--- src/rtl/fifo_flags_if.sv ---
// Producer/consumer side of the fifo_flags buffer: push/pop controls in, head word and status out.
// rd and wr are level-sampled on every rising edge; a push lands only while full=0 (or when paired with a pop),
// a pop only while empty=0. There is no other handshake.
interface fifo_flags_if #(
  parameter int B = 8,
  parameter int W = 4
);
  logic         rd;
  logic         wr;
  logic [B-1:0] w_data;
  logic         clr_err;
  logic [B-1:0] r_data;
  logic         empty;
  logic         full;
  logic         almost_empty;
  logic         almost_full;
  logic [W:0]   count;
  logic         overflow;
  logic         underflow;

  modport master (
    output rd, wr, w_data, clr_err,
    input  r_data, empty, full, almost_empty, almost_full, count, overflow, underflow
  );

  modport slave (
    input  rd, wr, w_data, clr_err,
    output r_data, empty, full, almost_empty, almost_full, count, overflow, underflow
  );
endinterface

--- src/rtl/fifo_flags.sv ---
// Show-ahead synchronous FIFO with occupancy count, programmable almost flags and sticky error flags.
// Every status output is decoded from the registered count; only pointers, count and error bits hold state.
module fifo_flags #(
  parameter int B  = 8,
  parameter int W  = 4,
  parameter int AF = (1 << W) - 2,
  parameter int AE = 1
) (
  input  logic        clk,
  input  logic        reset,
  fifo_flags_if.slave bus
);
  localparam int         DEPTH   = 1 << W;
  localparam logic [W:0] DEPTH_C = (W + 1)'(DEPTH);
  localparam logic [W:0] AF_C    = (W + 1)'(AF);
  localparam logic [W:0] AE_C    = (W + 1)'(AE);
  localparam logic [W:0] ONE_C   = (W + 1)'(1);

  if (AF < 1 || AF > DEPTH) begin : g_bad_af
    $error("fifo_flags: AF=%0d outside 1..%0d", AF, DEPTH);
  end
  if (AE < 0 || AE > DEPTH - 1) begin : g_bad_ae
    $error("fifo_flags: AE=%0d outside 0..%0d", AE, DEPTH - 1);
  end

  logic [B-1:0] mem_q [DEPTH];
  logic [W-1:0] w_ptr_q, w_ptr_d;
  logic [W-1:0] r_ptr_q, r_ptr_d;
  logic [W:0]   count_q, count_d;
  logic         ovf_q, ovf_d;
  logic         udf_q, udf_d;
  logic         empty_s, full_s;
  logic         wr_acc, rd_acc, set_ovf, set_udf;

  assign empty_s = (count_q == '0);
  assign full_s  = (count_q == DEPTH_C);

  // A pop in the same cycle frees the slot, so a full FIFO still accepts a paired push.
  assign wr_acc  = bus.wr && (!full_s || bus.rd);
  assign rd_acc  = bus.rd && !empty_s;
  assign set_ovf = bus.wr && full_s && !bus.rd;
  assign set_udf = bus.rd && empty_s;

  always_comb begin
    w_ptr_d = w_ptr_q + W'(wr_acc);
    r_ptr_d = r_ptr_q + W'(rd_acc);
    count_d = count_q;
    case ({wr_acc, rd_acc})
      2'b10:   count_d = count_q + ONE_C;
      2'b01:   count_d = count_q - ONE_C;
      default: count_d = count_q;
    endcase
    ovf_d = set_ovf | (ovf_q & ~bus.clr_err);
    udf_d = set_udf | (udf_q & ~bus.clr_err);
  end

  always_ff @(posedge clk or negedge reset) begin
    if (!reset) begin
      w_ptr_q <= '0;
      r_ptr_q <= '0;
      count_q <= '0;
      ovf_q   <= 1'b0;
      udf_q   <= 1'b0;
    end else begin
      w_ptr_q <= w_ptr_d;
      r_ptr_q <= r_ptr_d;
      count_q <= count_d;
      ovf_q   <= ovf_d;
      udf_q   <= udf_d;
    end
  end

  // Storage carries no reset; a stray write while reset is low is invisible because count stays 0.
  always_ff @(posedge clk) begin
    if (wr_acc) mem_q[w_ptr_q] <= bus.w_data;
  end

  assign bus.r_data       = mem_q[r_ptr_q];
  assign bus.empty        = empty_s;
  assign bus.full         = full_s;
  assign bus.almost_empty = (count_q <= AE_C);
  assign bus.almost_full  = (count_q >= AF_C);
  assign bus.count        = count_q;
  assign bus.overflow     = ovf_q;
  assign bus.underflow    = udf_q;
endmodule

--- src/flat_wrapper.sv ---
// flat-port wrapper written by rule: the top's interface ports become plain ports
module fifo_flags_flat 
#(
  parameter int B  = 8,
  parameter int W  = 4,
  parameter int AF = (1 << W) - 2,
  parameter int AE = 1
)
  (clk, reset, bus_rd, bus_wr, bus_w_data, bus_clr_err, bus_r_data, bus_empty, bus_full, bus_almost_empty, bus_almost_full, bus_count, bus_overflow, bus_underflow);
  fifo_flags_if #(.B(B), .W(W)) bus_i ();
  input  logic clk;
  input  logic reset;
  input wire logic [$bits(bus_i.rd)-1:0] bus_rd;
  input wire logic [$bits(bus_i.wr)-1:0] bus_wr;
  input wire logic [$bits(bus_i.w_data)-1:0] bus_w_data;
  input wire logic [$bits(bus_i.clr_err)-1:0] bus_clr_err;
  output wire logic [$bits(bus_i.r_data)-1:0] bus_r_data;
  output wire logic [$bits(bus_i.empty)-1:0] bus_empty;
  output wire logic [$bits(bus_i.full)-1:0] bus_full;
  output wire logic [$bits(bus_i.almost_empty)-1:0] bus_almost_empty;
  output wire logic [$bits(bus_i.almost_full)-1:0] bus_almost_full;
  output wire logic [$bits(bus_i.count)-1:0] bus_count;
  output wire logic [$bits(bus_i.overflow)-1:0] bus_overflow;
  output wire logic [$bits(bus_i.underflow)-1:0] bus_underflow;
  assign bus_i.rd = bus_rd;
  assign bus_i.wr = bus_wr;
  assign bus_i.w_data = bus_w_data;
  assign bus_i.clr_err = bus_clr_err;
  assign bus_r_data = bus_i.r_data;
  assign bus_empty = bus_i.empty;
  assign bus_full = bus_i.full;
  assign bus_almost_empty = bus_i.almost_empty;
  assign bus_almost_full = bus_i.almost_full;
  assign bus_count = bus_i.count;
  assign bus_overflow = bus_i.overflow;
  assign bus_underflow = bus_i.underflow;
  fifo_flags #(.B(B), .W(W), .AF(AF), .AE(AE)) u_core (.clk(clk), .reset(reset), .bus(bus_i));
endmodule
--- config.mk ---
export PLATFORM = sky130hd
export DESIGN_NAME = fifo_flags_flat
export DESIGN_NICKNAME = d
export VERILOG_FILES = /design/src/rtl/fifo_flags_if.sv /design/src/rtl/fifo_flags.sv /design/src/flat_wrapper.sv
export SDC_FILE = /design/constraint.sdc
export NUM_CORES = 1
export LEC_CHECK = 0
export BUFFER_PORTS_ARGS = -buffer_cell sky130_fd_sc_hd__buf_2
export CAP_MARGIN = 20
export CELL_PAD_IN_SITES_DETAIL_PLACEMENT = 1
export CELL_PAD_IN_SITES_GLOBAL_PLACEMENT = 2
export CORE_UTILIZATION = 32
export DETAILED_ROUTE_END_ITERATION = 16
export GPL_TIMING_DRIVEN = 0
export PLACE_DENSITY_LB_ADDON = 0.15
export SLEW_MARGIN = 0
export SYNTH_ARGS = -nofsm -noshare
export SYNTH_HDL_FRONTEND = slang
export SYNTH_SLANG_ARGS = --single-unit
--- constraint.sdc ---
create_clock -name clk -period 2.9 [get_ports clk]
set_clock_uncertainty 0.1 [all_clocks]
set_input_delay 0.145 -clock clk [delete_from_list [all_inputs] [get_ports clk]]
set_output_delay 0.145 -clock clk [all_outputs]
set_load 0.03 [all_outputs]
==> results <==
- The die covers 18700 sq um.
- The tightest min-delay check is of the input port to flip-flop type.
- The number of clock buffers added by TritonCTS is 17.
- The repair_antennas step left the layout with diodes totalling 0.
- The final period demand of the worst path is 2.67 ns.
- By area, the combinational part of the netlist is dominated by multiplexers.
- Measured against its own limit, the worst slew margin works out to 37.6%.
- The clock sink count is 143.
- The worst setup path is captured at an output pin.
- The core region is 17500 sq um.
- After clock tree synthesis, the clock-pin slew on the worst setup and hold paths is 0.06 ns.
- The power density normalized to cell area is 1040 nW/um^2.
- Global routing finished with a remaining overflow of 0.
- In this run the worst path has a maximum fanout of 10.
- The via count of the first global-routing pass is 3037.
- After detailed routing, the average wire length per cell comes to 21.4 microns.
- The largest net degree at the start of global routing is 17.
- The worst reg-to-reg path cell count is 7.
- The post-synthesis sequential area ratio is 72.5%.
- The final layout contains 376 nets.
- The xor-xnor portion of the synthesized cell area is 1.35%.
- The congestion estimate from routability-driven global placement came to 0.666.
- The cell area after technology mapping is 5820 sq um.
- Multiplexer cells account for 14.9% of the synthesized area.
- For this configuration, the core starts out at a cell density of 33.2%.
- Leaving out fill and tap cells, the most frequent cell in the layout is edfxtp_1.
- The worst-case IR drop observed on VDD is 0.000563 V.
- Pin placement for this block handled 32 I/O pins.
- The wire length of the first global-routing pass is 19100 microns.
- For this run, the slowest stage of the critical path takes 0.65 ns.
- The die extent in x is 137 microns.
- The launching point of the worst reg2reg path is u_core.bus.count[0].
- The first TritonRoute pass finished after 4 iterations.
- The compound-gate portion of the synthesized area is 2.86%.
- The number of cell rows is 48.
- The synthesized netlist devotes 2.15% of its cell area to adder and majority cells.
- After detailed routing, the number of remaining DRC violations is 0.
- The endpoint required time on the critical path is 2.65 ns.
- In the synthesized netlist, the number of instances is 291.
- The aggregate routed wire length is 12600 microns.
- TritonCTS built the clock tree.
- The count of routing violations after the opening detailed-route iteration is 155.
- The number of failing hold endpoints at the final stage is 0.
- The clock root buffer is clkbuf_16.
- The count of nets left with antenna violations once routing finished came out at 0.
- Port buffering added 31 buffers.
- In the finished design, the share of the clock period the worst path needs comes to 92.0%.
- The slew of the pin with the lowest slew margin is 0.932 ns.
- The total number of vias is 2915.
- The initial antenna violation count was 0.
- In the final layout, the share of cells above drive strength 1 is 26.2%.
- The signal on the critical path passes through buf_4 > mux4_1 > a22oi_1 > nand2_1 > buf_2.
- The flow ran to the end, and the final reports show no timing, DRC or antenna violations.
- The setup path with the least slack is of type flip-flop to output pin.
- The setup violation total in the final timing report is 0.
- The chip height is 137 microns.
- For this run, asynchronously set or reset flops after synthesis account for 10.5%.
- In this run the most critical hold path is launched from bus_w_data[2].
- Dividing the synthesized area by the synthesized cell count gives 20.0 sq um.
- The warning count from the yosys run is 0.
- The maximum number of buffers from clock root to sink is 2.
- The endpoint arrival time on the critical path is 2.42 ns.
- The cell at the slowest stage of the critical path is mux4_1.
- The synthesized-area fraction occupied by and/or/nand/nor cells is 4.13%.
- The area overhead of the layout relative to synthesis is 21.1%.
- The endpoint identified for the worst register-to-register timing path is u_core.mem_q[0][1].
- Counting distinct cell types in the post-synthesis netlist gives 34.
- The tool flagged a number of max-cap violations equal to 0.
- Setup repair after global routing left no endpoint under its margin.
- The level count of the clock H-tree is 4.
- Summed over all failing endpoints, the final setup total negative slack is 0 ns.
- The number of max-slew violations in the final report is 0.
- The top cell types in the final layout, fill and taps aside, are edfxtp_1 (128), buf_2 (35), mux4_1 (21).
- The number of cells on the worst hold path is 1.
- The core utilization of the finished layout is 40.2%.
- The path with the worst hold slack has its endpoint at u_core.mem_q[14][2].
- The most critical setup path has its startpoint at u_core.r_ptr_q[0].
- The post-synthesis net count is 314.
- The mean number of vias per cell is 4.93.
- The leakage dissipation is 0.00248 uW.
- The total routing usage reported by global routing is 15.0%.
- The dominant synthesized flop cell is edfxtp_1.
- The worst setup path is launched from a flip-flop.
- The clock latency on the worst-skew pair is 0.42 ns.
- The estimated wirelength of the detail-placed design is 8590 microns.
- The total of flip-flops plus latches after synthesis is 143.
- The slack of the worst reg-to-reg path is 0.29 ns.
- The number of enable-type register cells in the synthesized netlist is 128.
- For this run, the top clock speed supported by timing is 375 MHz.
-- metal layers --
| metal | share of wire [%] | global-route usage, % |
|---|---|---|
| met5 | 0 | 0 |
| met4 | 1.8 | 6.41 |
| met3 | 2.1 | 3.33 |
| met2 | 49 | 23.6 |
| met1 | 47 | 19.9 |
-- area by class of cell --
type                       instances  area, sq um
buffer                            13         80.1
clock buffer                      22          444
clock inverter                    10          161
fill                            1701        10500
inverter                           9         33.8
multi-input combinational        125         1550
sequential                       143         4220
tap                              225          282
timing repair buffer              44          273
-- sequential cells by signal, indices dropped and copies added (netlist names) --
name and count:
u_core.mem_q 128, u_core.bus.count 5, u_core.r_ptr_q 4, u_core.w_ptr_q 4
u_core.bus.overflow 1, u_core.bus.underflow 1
-- how the worst max path moves through the flow --
stage / slack [ns] / cells past startpoint / endpoint
2_1_floorplan: 0.12 / 5 / u_core.mem_q[0][0]
3_3_place_gp: -1.04 / 5 / u_core.mem_q[0][5]
3_5_place_dp: -0.12 / 8 / u_core.bus.count[3]
4_1_cts: 0.02 / 8 / u_core.bus.count[3]
5_1_grt: 0.09 / 8 / u_core.bus.count[3]
6_report: 0.23 / 5 / bus_r_data[7]
-- cell families (layout without fill, tap and decap cells) --
kind of cell	Yosys count	after routing
AOI/OAI and AO/OA	23	23
xor gates and xnor gates	9	9
muxes	39	39
buffers and inverters	23	98
and+or+nand+nor	44	44
adders and majority gates	10	10
DFF	143	143
-- synthesized netlist by cell type (2+ instances only) --
cell type / n / area share (%)
nor3_1: 3 / 0.26
nand3_1: 2 / 0.17
nand2_1: 9 / 0.58
nor4_1: 4 / 0.43
xnor2_1: 4 / 0.60
nor2_1: 12 / 0.77
nor4b_1: 2 / 0.30
buf_1: 2 / 0.13
nand4b_1: 2 / 0.30
nand2b_1: 3 / 0.32
nor2b_1: 3 / 0.32
a22oi_1: 12 / 1.5
a21oi_1: 2 / 0.17
o21ai_0: 2 / 0.17
nand4bb_1: 2 / 0.39
dfrtp_1: 15 / 6.5
edfxtp_1: 128 / 66
o2111ai_1: 3 / 0.45
inv_1: 9 / 0.58
xor2_1: 5 / 0.75
mux4_1: 21 / 9.5
mux2i_1: 7 / 1.2
buf_6: 3 / 0.58
buf_2: 5 / 0.43
ha_1: 10 / 2.2
mux4_2: 11 / 4.3
clkbuf_1: 3 / 0.19
-- power by group --
group | internal [uW] | switching [uW] | total [uW]
clock network | 1440 | 808 | 2250
registers | 2530 | 153 | 2690
logic | 919 | 1480 | 2400
-- what timing repair did --
item / in CTS / in global routing
hold buffers: 5 / 0
pin swaps: 0 / 1
setup endpoints to repair: 1 / 11
hold endpoints to repair: 28 / 0
buffers inserted: 0 / 3
resized for setup: 1 / 4
-- worst max-delay path, delay by kind of cell, from the launching register on --
family | cells | cell delay [ns]
AO/OA/AOI/OAI | 1 | 0.33
AND/OR/NAND/NOR | 1 | 0.08
buffers and inverters | 2 | 0.50
flip-flops | 1 | 0.43
multiplexers | 1 | 0.65
-- per-stage QoR --
stage	total power, uW	cells	setup slack (ns)	hold slack, ns	area (sq um)
finish	7330	591	0.232	0.0156	7050
CTS	7420	589	0.0201	0.00409	7010
detailed placement	5160	552	-0.120	-0.0169	6350
global route	7690	591	0.0868	0.0261	7050
global placement	5070	547	-1.04	-0.0107	6260
floorplan	4350	291	0.122	-0.251	5820
No activity file was read; power rests on OpenSTA's default activity.
